[config.mk]
export PLATFORM = sky130hd
export DESIGN_NAME = imem_loader
export DESIGN_NICKNAME = d
export VERILOG_FILES = /design/src/rtl/imem_loader_pkg.sv /design/src/rtl/imem_loader_word_packer.sv /design/src/rtl/imem_loader.sv
export SDC_FILE = /design/constraint.sdc
export NUM_CORES = 1
export LEC_CHECK = 0
export BUFFER_PORTS_ARGS = -buffer_cell sky130_fd_sc_hd__buf_2
export CAP_MARGIN = 30
export CORE_ASPECT_RATIO = 2
export CORE_MARGIN = 3
export CORE_UTILIZATION = 58
export CTS_CLUSTER_SIZE = 10
export DETAILED_ROUTE_END_ITERATION = 10
export PLACE_DENSITY = 0.91
export SLEW_MARGIN = 0
export SYNTH_ARGS = -nofsm -noshare
export SYNTH_HDL_FRONTEND = slang
export SYNTH_HIERARCHICAL = 1
export SYNTH_SLANG_ARGS = --single-unit
export TNS_END_PERCENT = 10
[constraint.sdc]
create_clock -name clk -period 4 [get_ports clk]
set_clock_uncertainty 0.05 [all_clocks]
set_input_delay 0.2 -clock clk [delete_from_list [all_inputs] [get_ports clk]]
set_output_delay 0.2 -clock clk [all_outputs]
set_load 0.005 [all_outputs]
[src/rtl/imem_loader_pkg.sv]
// Shared types and constants for the instruction-memory boot loader.
package imem_loader_pkg;

  typedef enum logic [2:0] {
    IDLE,
    LOAD,
    CSUM,
    DONE,
    ERR
  } loader_state_t;

  localparam int BYTES_PER_WORD = 4;
  localparam int LANE_W         = $clog2(BYTES_PER_WORD);

endpackage

[src/rtl/imem_loader_word_packer.sv]
// Byte-to-word packer: little-endian lane assembly with zero padding on an early flush.
module imem_word_packer
  import imem_loader_pkg::*;
(
  input  logic                        clk,
  input  logic                        areset,
  input  logic                        en,
  input  logic                        flush,
  input  logic [7:0]                  data,
  output logic                        done,
  output logic [8*BYTES_PER_WORD-1:0] word
);

  logic [LANE_W-1:0]           lane_reg;
  logic [8*BYTES_PER_WORD-1:0] acc_reg;

  // Lanes not yet filled stay zero in acc_reg, which gives the padding for free.
  genvar gi;
  generate
    for (gi = 0; gi < BYTES_PER_WORD; gi++) begin : g_lane
      assign word[8*gi +: 8] = (lane_reg == LANE_W'(gi)) ? data : acc_reg[8*gi +: 8];
    end
  endgenerate

  assign done = en & (flush | (lane_reg == LANE_W'(BYTES_PER_WORD - 1)));

  always_ff @(posedge clk or posedge areset) begin
    if (areset) begin
      lane_reg <= '0;
      acc_reg  <= '0;
    end else if (en) begin
      if (done) begin
        lane_reg <= '0;
        acc_reg  <= '0;
      end else begin
        lane_reg <= lane_reg + 1'b1;
        acc_reg  <= word;
      end
    end
  end

endmodule

[src/rtl/imem_loader.sv]
// Boot loader: streams a byte program into instruction memory and releases the core when done.
// Optional trailing checksum byte is enabled by defining LOADER_CHECKSUM_EN.
module imem_loader
  import imem_loader_pkg::*;
#(
  parameter int ADDR_W = 6,
  parameter int DATA_W = 32
) (
  input  logic              clk,
  input  logic              areset,
  input  logic              in_valid,
  input  logic [7:0]        in_data,
  input  logic              in_last,
  output logic              in_ready,
  output logic              imem_we,
  output logic [ADDR_W-1:0] imem_addr,
  output logic [DATA_W-1:0] imem_wdata,
  output logic              core_run,
  output logic              busy,
  output logic              error,
  output logic [ADDR_W:0]   word_count
);

  localparam logic [ADDR_W:0] CAPACITY = {1'b1, {ADDR_W{1'b0}}};
`ifdef LOADER_CHECKSUM_EN
  localparam loader_state_t AFTER_LAST = CSUM;
`else
  localparam loader_state_t AFTER_LAST = DONE;
`endif

  if (DATA_W != 32) begin : g_bad_data_w
    $error("imem_loader: DATA_W must be 32");
  end

  loader_state_t     state_reg, state_next;
  logic              we_reg;
  logic [ADDR_W-1:0] addr_reg;
  logic [31:0]       wdata_reg;
  logic [ADDR_W:0]   count_reg;
  logic              core_run_reg;
  logic              error_reg;

  logic        accept, loading, overflow, pack_en, word_done;
  logic [31:0] packed_word;

  assign in_ready = (state_reg == IDLE) | (state_reg == LOAD) | (state_reg == CSUM);
  assign accept   = in_valid & in_ready;
  assign loading  = (state_reg == IDLE) | (state_reg == LOAD);
  // word_count already includes a word whose strobe is issuing, so it is the exact fill level.
  assign overflow = accept & loading & (count_reg == CAPACITY);
  assign pack_en  = accept & loading & ~overflow;

  imem_word_packer u_packer (
    .clk    (clk),
    .areset (areset),
    .en     (pack_en),
    .flush  (in_last),
    .data   (in_data),
    .done   (word_done),
    .word   (packed_word)
  );

`ifdef LOADER_CHECKSUM_EN
  logic [7:0] sum_reg;
  logic [7:0] sum_total;
  assign sum_total = sum_reg + in_data;

  always_ff @(posedge clk or posedge areset) begin
    if (areset)       sum_reg <= '0;
    else if (pack_en) sum_reg <= sum_total;
  end
`endif

  always_comb begin
    state_next = state_reg;
    case (state_reg)
      IDLE, LOAD: begin
        if (overflow)    state_next = ERR;
        else if (accept) state_next = in_last ? AFTER_LAST : LOAD;
      end
`ifdef LOADER_CHECKSUM_EN
      CSUM: if (accept) state_next = (sum_total == 8'd0) ? DONE : ERR;
`endif
      default: ;
    endcase
  end

  always_ff @(posedge clk or posedge areset) begin
    if (areset) begin
      state_reg    <= IDLE;
      we_reg       <= 1'b0;
      addr_reg     <= '0;
      wdata_reg    <= '0;
      count_reg    <= '0;
      core_run_reg <= 1'b0;
      error_reg    <= 1'b0;
    end else begin
      state_reg    <= state_next;
      we_reg       <= word_done;
      // Registered from the settled state, so the release trails the final strobe.
      core_run_reg <= (state_reg == DONE);
      error_reg    <= error_reg | (state_next == ERR);
      if (word_done) begin
        addr_reg  <= count_reg[ADDR_W-1:0];
        wdata_reg <= packed_word;
        count_reg <= count_reg + 1'b1;
      end
    end
  end

  assign imem_we    = we_reg;
  assign imem_addr  = addr_reg;
  assign imem_wdata = wdata_reg;
  assign core_run   = core_run_reg;
  assign busy       = (state_reg == LOAD) | (state_reg == CSUM);
  assign error      = error_reg;
  assign word_count = count_reg;

endmodule

==> results <==
- Relative to the synthesized area, the layout overhead comes to 17.8%.
- Overall power consumption after layout is estimated at 0.00165 W.
- The synthesized netlist net count is 298.
- For the worst setup path, the data required time is 4.17 ns.
- The most common cell after layout, fill and taps aside is sky130_fd_sc_hd__dfrtp_1.
- TritonCTS built the clock tree.
- Along the worst hold path, the cell count comes to 2.
- For this run, the leading register cell type out of synthesis is sky130_fd_sc_hd__dfrtp_1.
- The via total after detailed routing is 2516.
- In this run the worst hold path is classified as input pin to register.
- Summed over all failing endpoints, the final setup total negative slack is 0 ns.
- The post-synthesis cell type count is 31.
- For this design the ratio of total power to cell area is 371 nW/um^2.
- The beginning of the worst register-to-register path is word_count[0].
- The peak fanout along the critical path is 29.
- Routability-driven placement finished with a final weighted congestion of 0.804.
- The latest clock arrival within the worst-skew pair is 0.34 ns.
- The total overflow left after global routing is 0.
- The smallest clock period supported by the final layout is computed as 2.82 ns.
- Setup repair after global routing left no endpoint under its margin.
- The number of buffers between clock root and the deepest sink is 2.
- The top cell types in the final layout, fill and taps aside, are sky130_fd_sc_hd__dfrtp_1, sky130_fd_sc_hd__buf_2, sky130_fd_sc_hd__mux2_2, sky130_fd_sc_hd__nor2b_1, sky130_fd_sc_hd__a22o_1.
- The ratio of cells with drive above 1 in the final layout is 40.8%.
- The tool flagged a number of max-cap violations equal to 0.
- In this run switching power makes up 21.4% of total power.
- The critical path startpoint category is a register.
- The area of the mapped netlist is 3780 um^2.
- The number of placed I/O pins is 62.
- The tree built by TritonCTS fans out to 85 sinks.
- The first global-routing pass estimated 13.6 mm of wire.
- STA puts the critical path data arrival time at 2.99 ns.
- The floorplan die height is 120 um.
- The worst setup path is captured at a register.
- The wire length after detailed routing is 8.19 mm.
- The number of antenna cells inserted is 0.
- Combinational logic is responsible for 2.5% of the overall power.
- Counting the fill cells in the layout gives 441.
- For this design the static power due to leakage is 2.46 nW.
- The share of synthesized registers carrying an async set or reset is 100%.
- The number of H-tree branching levels is 3.
- The post-route DRC violation count is 0.
- The initial cell density of the core is 59.8%.
- The clock group share of total power is 45.4%.
- Dividing the detail-routed via count by the number of cells gives 5.80.
- The classification of the worst setup path is register to register.
- Synthesis handed over a netlist of 280 instances.
- Setup violations remaining at the end of the flow were counted as 0.
- The path with the worst hold slack has its endpoint at state_reg[1].
- Summing all multi-input logic gate instances after layout gives 1540 um^2.
- Cell internal power was estimated by the tool at 0.00130 W.
- The net switching power is 0.000354 W.
- The first detailed-routing pass took 4 iterations.
- The detail route stage leaves a number of antenna-violating nets equal to 0.
- Entering global routing, the biggest net connects 35 pins.
- In this run, the number of DRC markers left after iteration 0 of detailed routing was 106.
- IR analysis of the VDD net gives a maximum drop of 0.349 mV.
- The max-slew violation count was 0.
- The per-instance average area after synthesis is 13.5 um^2.
- The detailed placement HPWL is 5.71 mm.
- The worst register-to-register path has a depth of 9.
- The chip width is 63.1 um.
- The number of register bits inferred by synthesis is 85.
- Buffers inserted during clock tree synthesis total 9.
- Counting flops with a built-in enable in the synthesized netlist gives 0.
- The floorplan die area is 7570 um^2.
- After clock tree synthesis, the clock-pin slew on the worst setup and hold paths is 0.06 ns.
- The endpoint identified for the worst register-to-register timing path is imem_wdata[9].
- Summing the sequential cell areas from Yosys gives 56.3% of the chip area.
- The initial antenna violation count is 0.
- The core area is 6310 um^2.
- The clock root buffer is sky130_fd_sc_hd__clkbuf_16.
- Based on the critical path, the design can be clocked at up to 355 MHz.
- The number of warnings printed during yosys synthesis is 6.
- The flow ran to the end, and the final reports show no timing, DRC or antenna violations.
- Row generation in the floorplan step produced 41 rows.
- The period utilization is 70.4%.
- Port buffering added 61 buffers.
- Across all register-to-register paths, the minimum setup slack is 1.18 ns.
- The final hold violation count is 0.
- The share of total power in sequential cells is 52.0%.
- For this run, the post-layout net count is 362.
- Global routing used 23.6% of the available tracks.
- The number of global-route vias before repair is 2624.
- In this run the most critical hold path is launched from in_valid.
- The average routed wire per standard cell is 18.9 um.
- The sequential standard cell area is 2130 um^2.
- At the pin with the least slew margin, the transition time is 0.780 ns.
- Headroom to the max-slew limit came out at 47.8%.
==> area by class of cell <==
| cell class | instances | share of cell area (%) |
|---|---|---|
| Tap cell | 86 | 2.42 |
| Inverter | 8 | 0.675 |
| Multi-Input combinational cell | 171 | 34.6 |
| Clock buffer | 10 | 5.37 |
| Clock inverter | 5 | 0.619 |
| Timing Repair Buffer | 69 | 8.49 |
| Sequential cell | 85 | 47.8 |
==> power by group through the flow <==
stage                     combinational [W]  sequential, W  clock, W
after CTS                         0.0000430       0.000860  0.000758
final                             0.0000421       0.000860  0.000750
after global routing              0.0000471       0.000859  0.000799
after detailed placement          0.0000419       0.000876         0
after floorplan                   0.0000172       0.000876         0
after global placement            0.0000384       0.000876         0
==> cells in the mapped netlist, drive strengths merged, types with 2 or more instances <==
master / count / share of area, %
nand4: 4 / 0.66
buf: 15 / 2.0
ha: 6 / 2.0
and2: 8 / 1.3
xnor2: 6 / 1.4
nor2: 4 / 0.40
nor4bb: 3 / 0.80
dfrtp: 85 / 56
nor2b: 23 / 3.8
mux2: 60 / 18
a21o: 11 / 2.2
nand2: 5 / 0.50
and3: 2 / 0.33
o21ai: 5 / 0.76
a221o: 11 / 2.9
inv: 8 / 0.80
a22o: 13 / 3.0
o31ai: 2 / 0.66
==> critical path, stage by stage, from the launching register on <==
cell	delay, ns
sky130_fd_sc_hd__dfrtp_1	0.46
sky130_fd_sc_hd__inv_1	0.07
sky130_fd_sc_hd__ha_1	0.23
sky130_fd_sc_hd__nand3_2	0.10
sky130_fd_sc_hd__nor2b_1	0.15
sky130_fd_sc_hd__buf_4	0.26
sky130_fd_sc_hd__o21ai_2	0.16
sky130_fd_sc_hd__inv_2	0.48
sky130_fd_sc_hd__buf_4	0.36
sky130_fd_sc_hd__mux2_2	0.38
==> what timing repair did <==
item                                   4_1_cts  5_1_grt
endpoints found under the hold margin       51        0
gates resized for setup                      0        0
hold buffers                                 1        0
setup buffers                                0        0
==> cell families (layout without fill, tap and decap cells) <==
logic type | Yosys count | in the layout | synth area share [%]
fa+ha+maj | 6 | 6 | 1.99
mux | 60 | 60 | 17.9
buf+inv | 24 | 92 | 2.88
xor+xnor | 7 | 7 | 1.62
flops | 85 | 85 | 56.3
compound gates | 45 | 45 | 10.2
simple gates | 53 | 53 | 9.11
==> worst max-delay path by stage <==
stage	from	endpoint	slack, ns	depth (start not counted)
2_1_floorplan	word_count[0]	imem_addr[5]	1.63	11
3_3_place_gp	word_count[0]	imem_wdata[10]	1.35	9
3_5_place_dp	word_count[0]	imem_wdata[5]	1.18	9
4_1_cts	word_count[0]	imem_wdata[9]	1.17	9
5_1_grt	word_count[0]	imem_wdata[9]	0.93	9
6_report	word_count[0]	imem_wdata[9]	1.18	9
==> through the flow <==
step | utilization (%) | hold slack, ns | instances | cell area (um^2) | worst slack [ns]
after global routing | 70.5 | 0.119 | 434 | 4450 | 0.930
after global placement | 65.7 | 0.287 | 416 | 4150 | 1.35
after CTS | 70.5 | 0.102 | 434 | 4450 | 1.17
after floorplan | - | 0.290 | 280 | 3780 | 1.63
final | 70.5 | 0.115 | 434 | 4450 | 1.18
after detailed placement | 66.1 | 0.174 | 418 | 4170 | 1.18
==> layer usage <==
layer / up-vias / share of wire [%] / GRT usage, %
li1: 1129 / - / -
met4: 0 / 3.0 / 12.4
met1: 1304 / 39 / 28.1
met3: 15 / 4.5 / 5.52
met5: - / 0 / 0
met2: 68 / 54 / 39.3
Note: power is estimated with default switching activity, not from simulation.
